===== src/rtl/dff_pair_arb.sv =====
// Two-requester round-robin arbiter that owns a shared WIDTH-bit register (Q/Q_N).
// Optional feature macro: DFF_PAIR_ARB_TIMEOUT_EN adds an ACKW timeout and the Err port.
module dff_pair_arb #(
    parameter int WIDTH = 2
) (
    input  logic             Clk,
    input  logic             R,
    input  logic             Req1,
    input  logic             Req2,
    input  logic [1:0]       Op1,
    input  logic [1:0]       Op2,
    input  logic [WIDTH-1:0] Dat1,
    input  logic [WIDTH-1:0] Dat2,
    output logic             Ack1,
    output logic             Ack2,
    output logic [WIDTH-1:0] Q,
    output logic [WIDTH-1:0] Q_N,
    output logic             Busy
`ifdef DFF_PAIR_ARB_TIMEOUT_EN
    ,
    output logic             Err
`endif
);

    typedef enum logic [1:0] {
        S_IDLE  = 2'd0,
        S_GRANT = 2'd1,
        S_ACKW  = 2'd2
    } state_t;

    localparam logic [1:0] OP_LOAD   = 2'b00;
    localparam logic [1:0] OP_SET    = 2'b01;
    localparam logic [1:0] OP_CLEAR  = 2'b10;
    localparam logic [1:0] OP_TOGGLE = 2'b11;

    state_t            state_q, state_d;
    logic              winner_q, winner_d;   // 0 = requester 1, 1 = requester 2
    logic              ptr_q, ptr_d;         // round-robin pointer, same encoding
    logic [1:0]        mask_q, mask_d;       // per-requester re-grant masks
    logic [1:0]        ack_q, ack_d;
    logic [WIDTH-1:0]  q_q, q_d;

    logic [1:0]        req_v;
    logic [1:0]        elig;
    logic [1:0]        mask_set;
    logic [1:0]        win_oh;
    logic              win_req;
    logic [1:0]        win_op;
    logic [WIDTH-1:0]  win_dat;

    logic              apply_ev;
    logic              abort_ev;
    logic              release_ev;
    logic              timeout_ev;

`ifdef DFF_PAIR_ARB_TIMEOUT_EN
    logic [3:0]        cnt_q, cnt_d;
    logic              err_q, err_d;
`endif

    assign req_v   = {Req2, Req1};
    assign win_oh  = {winner_q, ~winner_q};
    assign win_req = winner_q ? Req2 : Req1;
    assign win_op  = winner_q ? Op2 : Op1;
    assign win_dat = winner_q ? Dat2 : Dat1;

    // A mask is set on leaving service and clears once its Req is seen low.
    genvar gi;
    generate
        for (gi = 0; gi < 2; gi++) begin : g_req
            assign elig[gi]   = req_v[gi] & ~mask_q[gi];
            assign mask_d[gi] = (mask_q[gi] & req_v[gi]) | mask_set[gi];
        end
    endgenerate

    always_ff @(posedge Clk) begin
        if (R) begin
            state_q  <= S_IDLE;
            winner_q <= 1'b0;
            ptr_q    <= 1'b0;
            mask_q   <= 2'b00;
            ack_q    <= 2'b00;
            q_q      <= '0;
`ifdef DFF_PAIR_ARB_TIMEOUT_EN
            cnt_q    <= 4'd0;
            err_q    <= 1'b0;
`endif
        end else begin
            state_q  <= state_d;
            winner_q <= winner_d;
            ptr_q    <= ptr_d;
            mask_q   <= mask_d;
            ack_q    <= ack_d;
            q_q      <= q_d;
`ifdef DFF_PAIR_ARB_TIMEOUT_EN
            cnt_q    <= cnt_d;
            err_q    <= err_d;
`endif
        end
    end

    always_comb begin
        state_d    = state_q;
        winner_d   = winner_q;
        apply_ev   = 1'b0;
        abort_ev   = 1'b0;
        release_ev = 1'b0;
        timeout_ev = 1'b0;
        case (state_q)
            S_IDLE: begin
                if (|elig) begin
                    winner_d = (elig == 2'b11) ? ptr_q : elig[1];
                    state_d  = S_GRANT;
                end
            end
            S_GRANT: begin
                // A winner that withdrew before its GRANT edge is not acknowledged.
                if (win_req) begin
                    apply_ev = 1'b1;
                    state_d  = S_ACKW;
                end else begin
                    abort_ev = 1'b1;
                    state_d  = S_IDLE;
                end
            end
            S_ACKW: begin
                if (!win_req) begin
                    release_ev = 1'b1;
                    state_d    = S_IDLE;
                end
`ifdef DFF_PAIR_ARB_TIMEOUT_EN
                else if (cnt_q == 4'hF) begin
                    timeout_ev = 1'b1;
                    state_d    = S_IDLE;
                end
`endif
            end
            default: state_d = S_IDLE;
        endcase
    end

    always_comb begin
        ptr_d    = ptr_q;
        q_d      = q_q;
        ack_d    = ack_q;
        mask_set = 2'b00;
        if (apply_ev) begin
            case (win_op)
                OP_LOAD:   q_d = win_dat;
                OP_SET:    q_d = '1;
                OP_CLEAR:  q_d = '0;
                OP_TOGGLE: q_d = ~q_q;
                default:   q_d = q_q;
            endcase
            ack_d = win_oh;
        end
        if (abort_ev) begin
            ptr_d = ~ptr_q;
        end
        if (release_ev || timeout_ev) begin
            ack_d    = 2'b00;
            ptr_d    = ~ptr_q;
            mask_set = win_oh;
        end
    end

`ifdef DFF_PAIR_ARB_TIMEOUT_EN
    // Counts completed ACKW cycles; restarts on every ACKW entry.
    always_comb begin
        cnt_d = 4'd0;
        if (state_q == S_ACKW && state_d == S_ACKW) begin
            cnt_d = cnt_q + 4'd1;
        end
        err_d = timeout_ev;
    end

    assign Err = err_q;
`endif

    assign Busy = (state_q != S_IDLE);
    assign Ack1 = ack_q[0];
    assign Ack2 = ack_q[1];
    assign Q    = q_q;
    assign Q_N  = ~q_q;

endmodule


===== config.mk =====
export PLATFORM = sky130hd
export DESIGN_NAME = dff_pair_arb
export DESIGN_NICKNAME = d
export VERILOG_FILES = /design/src/rtl/dff_pair_arb.sv
export SDC_FILE = /design/constraint.sdc
export NUM_CORES = 1
export LEC_CHECK = 0
export ABC_AREA = 1
export ABC_CLOCK_PERIOD_IN_PS = 1100
export BUFFER_PORTS_ARGS = -buffer_cell sky130_fd_sc_hd__buf_2
export CAP_MARGIN = 0
export CORE_AREA = 5 5 42 44
export CTS_BUF_LIST = sky130_fd_sc_hd__clkbuf_2 sky130_fd_sc_hd__clkbuf_4 sky130_fd_sc_hd__clkbuf_8
export DETAILED_ROUTE_END_ITERATION = 10
export DIE_AREA = 0 0 47 49
export PLACE_DENSITY = 0.72
export SYNTH_ARGS = -nofsm -noshare
export SYNTH_HDL_FRONTEND = slang
export SYNTH_SLANG_ARGS = --single-unit

===== constraint.sdc =====
create_clock -name Clk -period 1.1 [get_ports Clk]
set_input_delay 0.11 -clock Clk [delete_from_list [all_inputs] [get_ports Clk]]
set_output_delay 0.11 -clock Clk [all_outputs]
set_load 0.01 [all_outputs]

* Word level (Yosys, flattened, before mapping) *
Index checks and enable logic that the tools add are counted.

storage, ports and cells
  flip-flop bits (word level) = 10
  latch bits = 0
  memory bits (writable) = 0
  memory bits (read-only) = 0
  bits of input ports = 12
  output and inout bits = 7
  logic and storage cells = 50
  memories kept = 0

operators by class
  add/sub/neg operators = 0
  multiply operators = 0
  div/mod/pow operators = 0
  $lt $le $gt $ge = 0
  eq/ne operators = 8
  shift-type cells = 0
  muxes and demuxes = 17
  bitwise gates (word level) = 11
  reduce and logical (&&, ||, !) cells = 8

operator list
  kind                                                 count
  two-way mux 2 bit                                    6
  two-way mux 1 bit                                    9
  equality test 2 bit, second input constant           4
  one-hot mux 2 bit (4 select lines)                   1
  one-hot mux 2 bit (3 select lines)                   1
  bitwise AND 1 bit                                    4
  equality test 2 x 1 -> 1 bit, second input constant  2
  logical NOT 2 bit                                    2
  != test 2 bit, second input constant                 2
  NOT 1 bit                                            4
  AND reduction 2 bit                                  2
  nonzero test 2 bit                                   2
  OR reduction 2 bit                                   2
  NOT 2 bit                                            1
  OR 1 bit                                             2

* Depth between registers and ports, before layout *
Gate-level depths: netlist of run 1.

  word-level depth = 5
  gate-level depth with buffers = 7
  depth with buffers taken out = 7

* Worst setup path before layout of run 1 *
OpenSTA, ideal clock, no wires.

  path kind = register to register
  from = reg winner_q
  to = reg q_q[0] (netlist: Q[0])
  library setup time = 111 ps
  arrival time = 850 ps
  data required time = 989 ps
  slack = 139 ps
  cell stages (with the launch flop) = 8
  buffers on the path = 0
  period minus slack after synthesis = 961 ps
  path through = dfxtp_1 inv_2 nand2_1 nand2_2 nor2_4 nand2_1 nor2_1 nor2_1

between the ends
  longest elaborated chain between the ends = 3

ends and longest elaborated chain
  element                                                                  RTL line  source
  start: declaration                                                       37        logic winner_q, winner_d;
  start signal: assignment                                                 90        winner_q <= winner_d;
  two-way mux 2 bit or two-way mux 1 bit (tied branches)                   64, 63
  equality test 2 bit (tied with other cells)                              148       case (win_op)
  one-hot mux 2 bit (4 select lines) or two-way mux 1 bit (tied branches)  148, 109
  end signal: assignment                                                   94        q_q <= q_d;
  end: declaration                                                         41        logic [WIDTH-1:0] q_q, q_d;

Several ways; a longest one is shown, not always the timed one.
A chain may end at the register's enable or synchronous reset.

* Worst setup path in the final report of run 1 *
  from = reg state_q[0]
  to = out Busy

between the ends
  longest elaborated chain between the ends = 1

ends and longest elaborated chain
  element                   RTL line  source
  start: declaration        36        state_t state_q, state_d;
  start signal: assignment  89        state_q <= state_d;
  nonzero test 2 bit        180       assign Busy = (state_q != S_IDLE);
  end: declaration          18        output logic Busy

Every way passes these cells.

==> impl_results.md, run 1 <==
- Status: finished clean
- Min Hold Slack: 0.03903 ns
- Antenna diode count: 0
- WHS Path Cells: 2
- Area contributors post-synth: dfxtp_1 (35%), nand2_1 (27%), inv_1 (9.3%)
- WL met2: 585 um
- DR WL/cell: 9.323 um
- Highest routed layer: met4
- Reg-to-Reg End: Q[1]
- Layout Cells excl Fill: 133
- Total CTS buffers: 3
- DR pass1 iterations: 4
- Die ar.: 2303 um^2
- Commonest non-fill, non-tap cells in the layout: nand2_1 (39), buf_2 (18), inv_1 (14), dfxtp_1 (9), nor2_1 (9)
- CTS tree: done
- Rows: 14
- Relative slew slack: 0.8575
- Inst Count DP: 129
- CP Launch Point: state_q[0]
- Tmin final: 1.023 ns
- Max Slew Vio Count: 0
- Clock Skew: 0.004577 ns
- Slowest CP cell: dfxtp_1
- Die Ht: 49 um
- Max_cap viols: 0
- Critical Path Max Stage Delay: 0.34 ns
- Setup Total Neg Slack: 0 ns
- Area Growth Syn to Fin: 28.82%
- Worst setup path category: register to primary output
- Critical-path cell list: nor2_2 -> inv_1 -> buf_2
- Data required, critical path: 0.99 ns
- CTS Sinks: 10
- Vias per cell: 4.541
- Die W: 47 um
- XOR/XNOR Fraction of Synth Area: 0
- Clock-pin slew on the worst setup and hold paths: 0.06 ns
- FF-to-FF Start: winner_q
- GPL Wtd Cong: 0.7793
- Hpwl dp: 979.3 um
- Remaining antenna violation count: 0
- Max H-tree Level: 1
- Worst Setup Start Kind: register
- Overflow after GRT: 0
- Power Dens Cells: 1234 nW/um^2
- Total GRT Usage: 0.1151
- First-pass GRT wire length: 1973 um
- Maximum vdd drop: 0.0007097 V
- Synthesized Nets: 106
- Post-Route WL: 1240 um
- Vias: 604
- Vias in the first global route: 501
- Cell taking the most area after synthesis: dfxtp_1
- Complex-gate fraction of the synthesized area: 0.1086
- Post-Syn Area: 564.3 um^2
- Commonest non-fill, non-tap cell in the layout: nand2_1
- Post-synth top area share: 0.3548
- Simple-Gate Fraction of Synth Area: 0.4169
- Initial antenna violation count: 0
- Fin nets: 131
- Met3 routed WL: 98 um
- Tcrit/Tclk final: 0.9304
- Hold_buf cts: 0
- Clock root cell: clkbuf_4
- Post-synth cell types: 14
- Clk_lat worst skew: 0.27 ns
- Maximum clock frequency: 977.0 MHz
- Largest net degree at the start of global routing: 9
- Area after DPL: 678.2 um^2
- Final setup viols: 0
- DR iter-0 viols: 13
- Reg2Reg Depth: 7
- RSZ-0062 raised after global routing: false
- Post-route cell area: 726.9 um^2
- Syn_area_per_cell: 6.003 um^2
- WP data arrival: 0.91 ns
- Yosys warning count: 0
- Bufs on Longest Clock Path: 2
- IO Port Bufs: 18
- HP Class: input pin to register
- Seq/Total Area, Yosys: 0.3548
- Crit-path max FO: 4
- Final Hold Viols: 0
- Largest family of logic cells by synthesized area: simple AND/OR/NAND/NOR gates
- Post-Synth Adder-Cell Area: 0
- Share of layout cells above drive strength 1: 0.2821
- Metal1 wirelength: 552 um
- Drt drc: 0
- Starting Density: 0.4027
- I/O pin count: 19
- Critical Path End: Busy
- Worst Max-Slew Pin Slew: 0.2116 ns
- Tot Pwr: 897.2 uW
- Post-synthesis mux area share: 0
- Core area: 1401 um^2
- Flops & latches, synth: 10
- Worst reg-to-reg setup slack: 0.10 ns
- Leakage dissipation: 0.3987 nW
- Cells after Synth: 94
- Setup crit end kind: primary output
[synthesized netlist by cell type (all sizes together)]
library cell   n
nand2         43
inv           15
nor2          11
dfxtp         10
a21oi          7
o21ai          3
nand3          2
a211oi         1
buf            1
nand3b         1
[metrics by stage]
step,setup WS [ns],util
after floorplan,0.1385,-
after global placement,0.04986,0.4839
after detailed placement,0.02046,0.4839
after CTS,0.0004089,0.5000
after global routing,0.002259,0.5188
final,0.07651,0.5188
[registers in the layout (all words and copies together) (netlist names)]
signal	cells
Q	2
state_q	2
mask_q	2
ack_q	2
ptr_q	1
winner_q	1
[power by group]
group	switching, mW	internal, mW
clock	0.130	0.127
combinational	0.135	0.0972
sequential	0.0209	0.388
[critical path: cells and delay by family (launching register included)]
kind,cells,cell delay [ns]
buffers and inverters,2,0.17
flip-flops,1,0.34
AND/OR/NAND/NOR,1,0.13
[cell type report]
cell class                      instances  area [um^2]
Tap cell                               16        20.02
Timing Repair Buffer                   21        112.6
Multi-Input combinational cell         68        309.0
Fill cell                             142        674.4
Sequential cell                        10        203.9
Inverter                               15        58.81
Clock buffer                            3        22.52
[worst min path at each step]
| stage | from | endpoint | slack [ns] |
|---|---|---|---|
| floorplan | R | winner_q | 0.18 |
| global placement | R | state_q[0] | 0.32 |
| detailed placement | R | state_q[0] | 0.32 |
| CTS | R | state_q[0] | 0.03 |
| global route | R | winner_q | 0.04 |
| finish | R | winner_q | 0.04 |
[cells by family after synthesis]
kind of cell / Yosys count
flip-flops: 10
AND/OR/NAND/NOR: 57
buffers and inverters: 16
AO/OA/AOI/OAI: 11
[layer usage]
layer	vias to the layer above	GRT usage
met2	16	0.1697
met5	-	0
li1	328	-
met4	0	0.01382
met1	258	0.1530
met3	2	0.05904
[repair_timing]
item | CTS | global route
gates resized for setup | 0 | 6
setup endpoints to repair | 0 | 5
buffers inserted | 0 | 1
(Power assumes the default switching activity.)
==> run 2, diff against run 1 <==
Settings changed: ABC_CLOCK_PERIOD_IN_PS 1100 to default, BUFFER_PORTS_ARGS -buffer_cell sky130_fd_sc_hd__buf_2 to -buffer_cell sky130_fd_sc_hd__buf_4.
==> run 2 against run 1 <==
Effect of this change: count of clock-buffer cells in the layout rose by 1; sequential share of layout area fell by 2.7 points; global-route usage is 1.5 points higher; worst setup slack got worse by 0.0059 ns; design area is 10% higher; register-to-register slack barely moved; clock skew increased by 0.0046 ns; combinational power rose by 15%.
==> impl_results.md, run 2 (same netlist as run 1, synthesis figures left out) <==
- Maximum vdd drop: 0.0009947 V (+40%)
- Remaining antenna violation count: 0 (unchanged)
- Data required, critical path: 0.99 ns (about the same)
- Tot Pwr: 1.022 mW (+14%)
- Critical Path Max Stage Delay: 0.35 ns (about the same)
- Relative slew slack: 0.8469 (-0.01055)
- Fin util: 0.5732 (+0.05446)
- RSZ-0062 raised after global routing: true
- Fin nets: 131 (unchanged)
- First-pass GRT wire length: 2159 um (+9.4%)
- Commonest non-fill, non-tap cell in the layout: nand2_1
- Die W: 47 um (unchanged)
- HP Class: input pin to register
- Post-Route WL: 1264 um (+1.9%)
- Tcrit/Tclk final: 0.9358 (+0.005332)
- Fillers: 150 (+5.6%)
- Clk_lat worst skew: 0.28 ns (about the same)
- Setup Total Neg Slack: 0 ns (unchanged)
- Clock Skew: 0.009199 ns (+0.004622 ns)
- Power Dens Cells: 1272 nW/um^2 (+3.1%)
- Max Slew Vio Count: 0 (unchanged)
- Initial antenna violation count: 0 (unchanged)
- Core area: 1401 um^2 (unchanged)
- Die ar.: 2303 um^2 (unchanged)
- Starting Density: 0.4027 (unchanged)
- Tmin final: 1.029 ns (+0.005866 ns)
- Post-route cell area: 803.3 um^2 (+10%)
- DR pass1 iterations: 4 (unchanged)
- Overflow after GRT: 0 (unchanged)
- DR WL/cell: 9.433 um (+1.2%)
- Crit-path max FO: 4 (unchanged)
- Hold_buf cts: 0 (unchanged)
- Commonest non-fill, non-tap cells in the layout: nand2_1 (37), buf_4 (20), inv_1 (14), nor2_1 (9), dfxtp_1 (7)
- Final setup viols: 0 (unchanged)
- Crit path max-delay family: flip-flops
- Worst setup path category: register to primary output
- IO Port Bufs: 18 (unchanged)
- Total GRT Usage: 0.1299 (+0.01483)
- Setup crit end kind: primary output
- Area Growth Syn to Fin: 42.35%
- Total CTS buffers: 3 (unchanged)
- Vias in the first global route: 532 (+6.2%)
- Max H-tree Level: 1 (unchanged)
- Rows: 14 (unchanged)
- Max_cap viols: 0 (unchanged)
- Status: finished clean
- Seq. cell area: 203.9 um^2 (unchanged)
- Share of layout cells above drive strength 1: 0.3305 (+0.04846)
- Die Ht: 49 um (unchanged)
- WP data arrival: 0.92 ns (about the same)
- CTS tree: done
- Worst Setup Start Kind: register
- Leakage dissipation: 0.4289 nW (+7.6%)
- I/O pin count: 19 (unchanged)
- Clock-pin slew on the worst setup and hold paths: 0.06 ns (about the same)
- Area after DPL: 723.2 um^2 (+6.6%)
- Crit path buffers/inverters: 2 (unchanged)
- Clock root cell: clkbuf_4
- Vias per cell: 4.478 (-1.4%)
- Antenna diode count: 0 (unchanged)
- Final Hold Viols: 0 (unchanged)
- Largest net degree at the start of global routing: 9 (unchanged)
- Inst Count DP: 129 (unchanged)
- CTS Sinks: 10 (unchanged)
- Layout Cells excl Fill: 134 (+0.75%)
- Critical-path cell list: nor2_4 -> inv_1 -> buf_4
- Drt drc: 0 (unchanged)
- Area occupied by multi-input gates: 325.3 um^2 (+5.3%)
- Bufs on Longest Clock Path: 2 (unchanged)
- DR iter-0 viols: 11 (-2)
- Hpwl dp: 1014 um (+3.5%)
- Vias: 600 (-0.66%)
- GPL Wtd Cong: 0.7928 (+1.7%)
- Slowest CP cell: dfxtp_2
- Maximum clock frequency: 971.5 MHz (-0.57%)
- Worst Max-Slew Pin Slew: 0.2272 ns (+0.01566 ns)
run 2: per-stage QoR:
stage | hold WS (ns) | worst slack [ns]
final | 0.01002 | 0.07064
after CTS | 0.009351 | 0.01505
after global placement | 0.3019 | 0.07003
after floorplan | 0.1791 | 0.1385
after global routing | 0.003656 | -0.01435
after detailed placement | 0.3017 | 0.03874
run 2: worst paths after layout:
| kind | startpoint | endpoint | slack (ns) | cells after the start |
|---|---|---|---|---|
| min reg2reg | ack_q[0] | ack_q[0] | 0.47 | 2 |
| max | state_q[0] | Busy | 0.07 | 3 |
| max reg2reg | winner_q | Q[1] | 0.11 | 7 |
| min | R | state_q[0] | 0.01 | 2 |
run 2: final cells by class:
cell class	instances	area share
Tap cell	16	0.02492
Timing Repair Buffer	21	0.2009
Multi-Input combinational cell	68	0.4050
Sequential cell	10	0.2539
Clock buffer	4	0.04517
Inverter	15	0.07009
run 2: per-layer routing:
layer | wire, um | track usage
met1 | 541 | 0.1619
met2 | 597 | 0.1833
met3 | 92 | 0.05535
met4 | 34 | 0.06912
met5 | 0 | 0
run 2: power by group:
part / leakage, nW / switching, mW / internal [mW] / total, mW
Combinational: 0.325 / 0.141 / 0.125 / 0.267
Clock: 0.0210 / 0.142 / 0.201 / 0.343
Sequential: 0.0830 / 0.0218 / 0.390 / 0.412
Total: 0.429 / 0.305 / 0.717 / 1.02
run 2: timing repair:
item	CTS	global route
buffers inserted	0	1
pin swaps	0	6
endpoints found under the setup margin	1	5
resized for setup	1	11
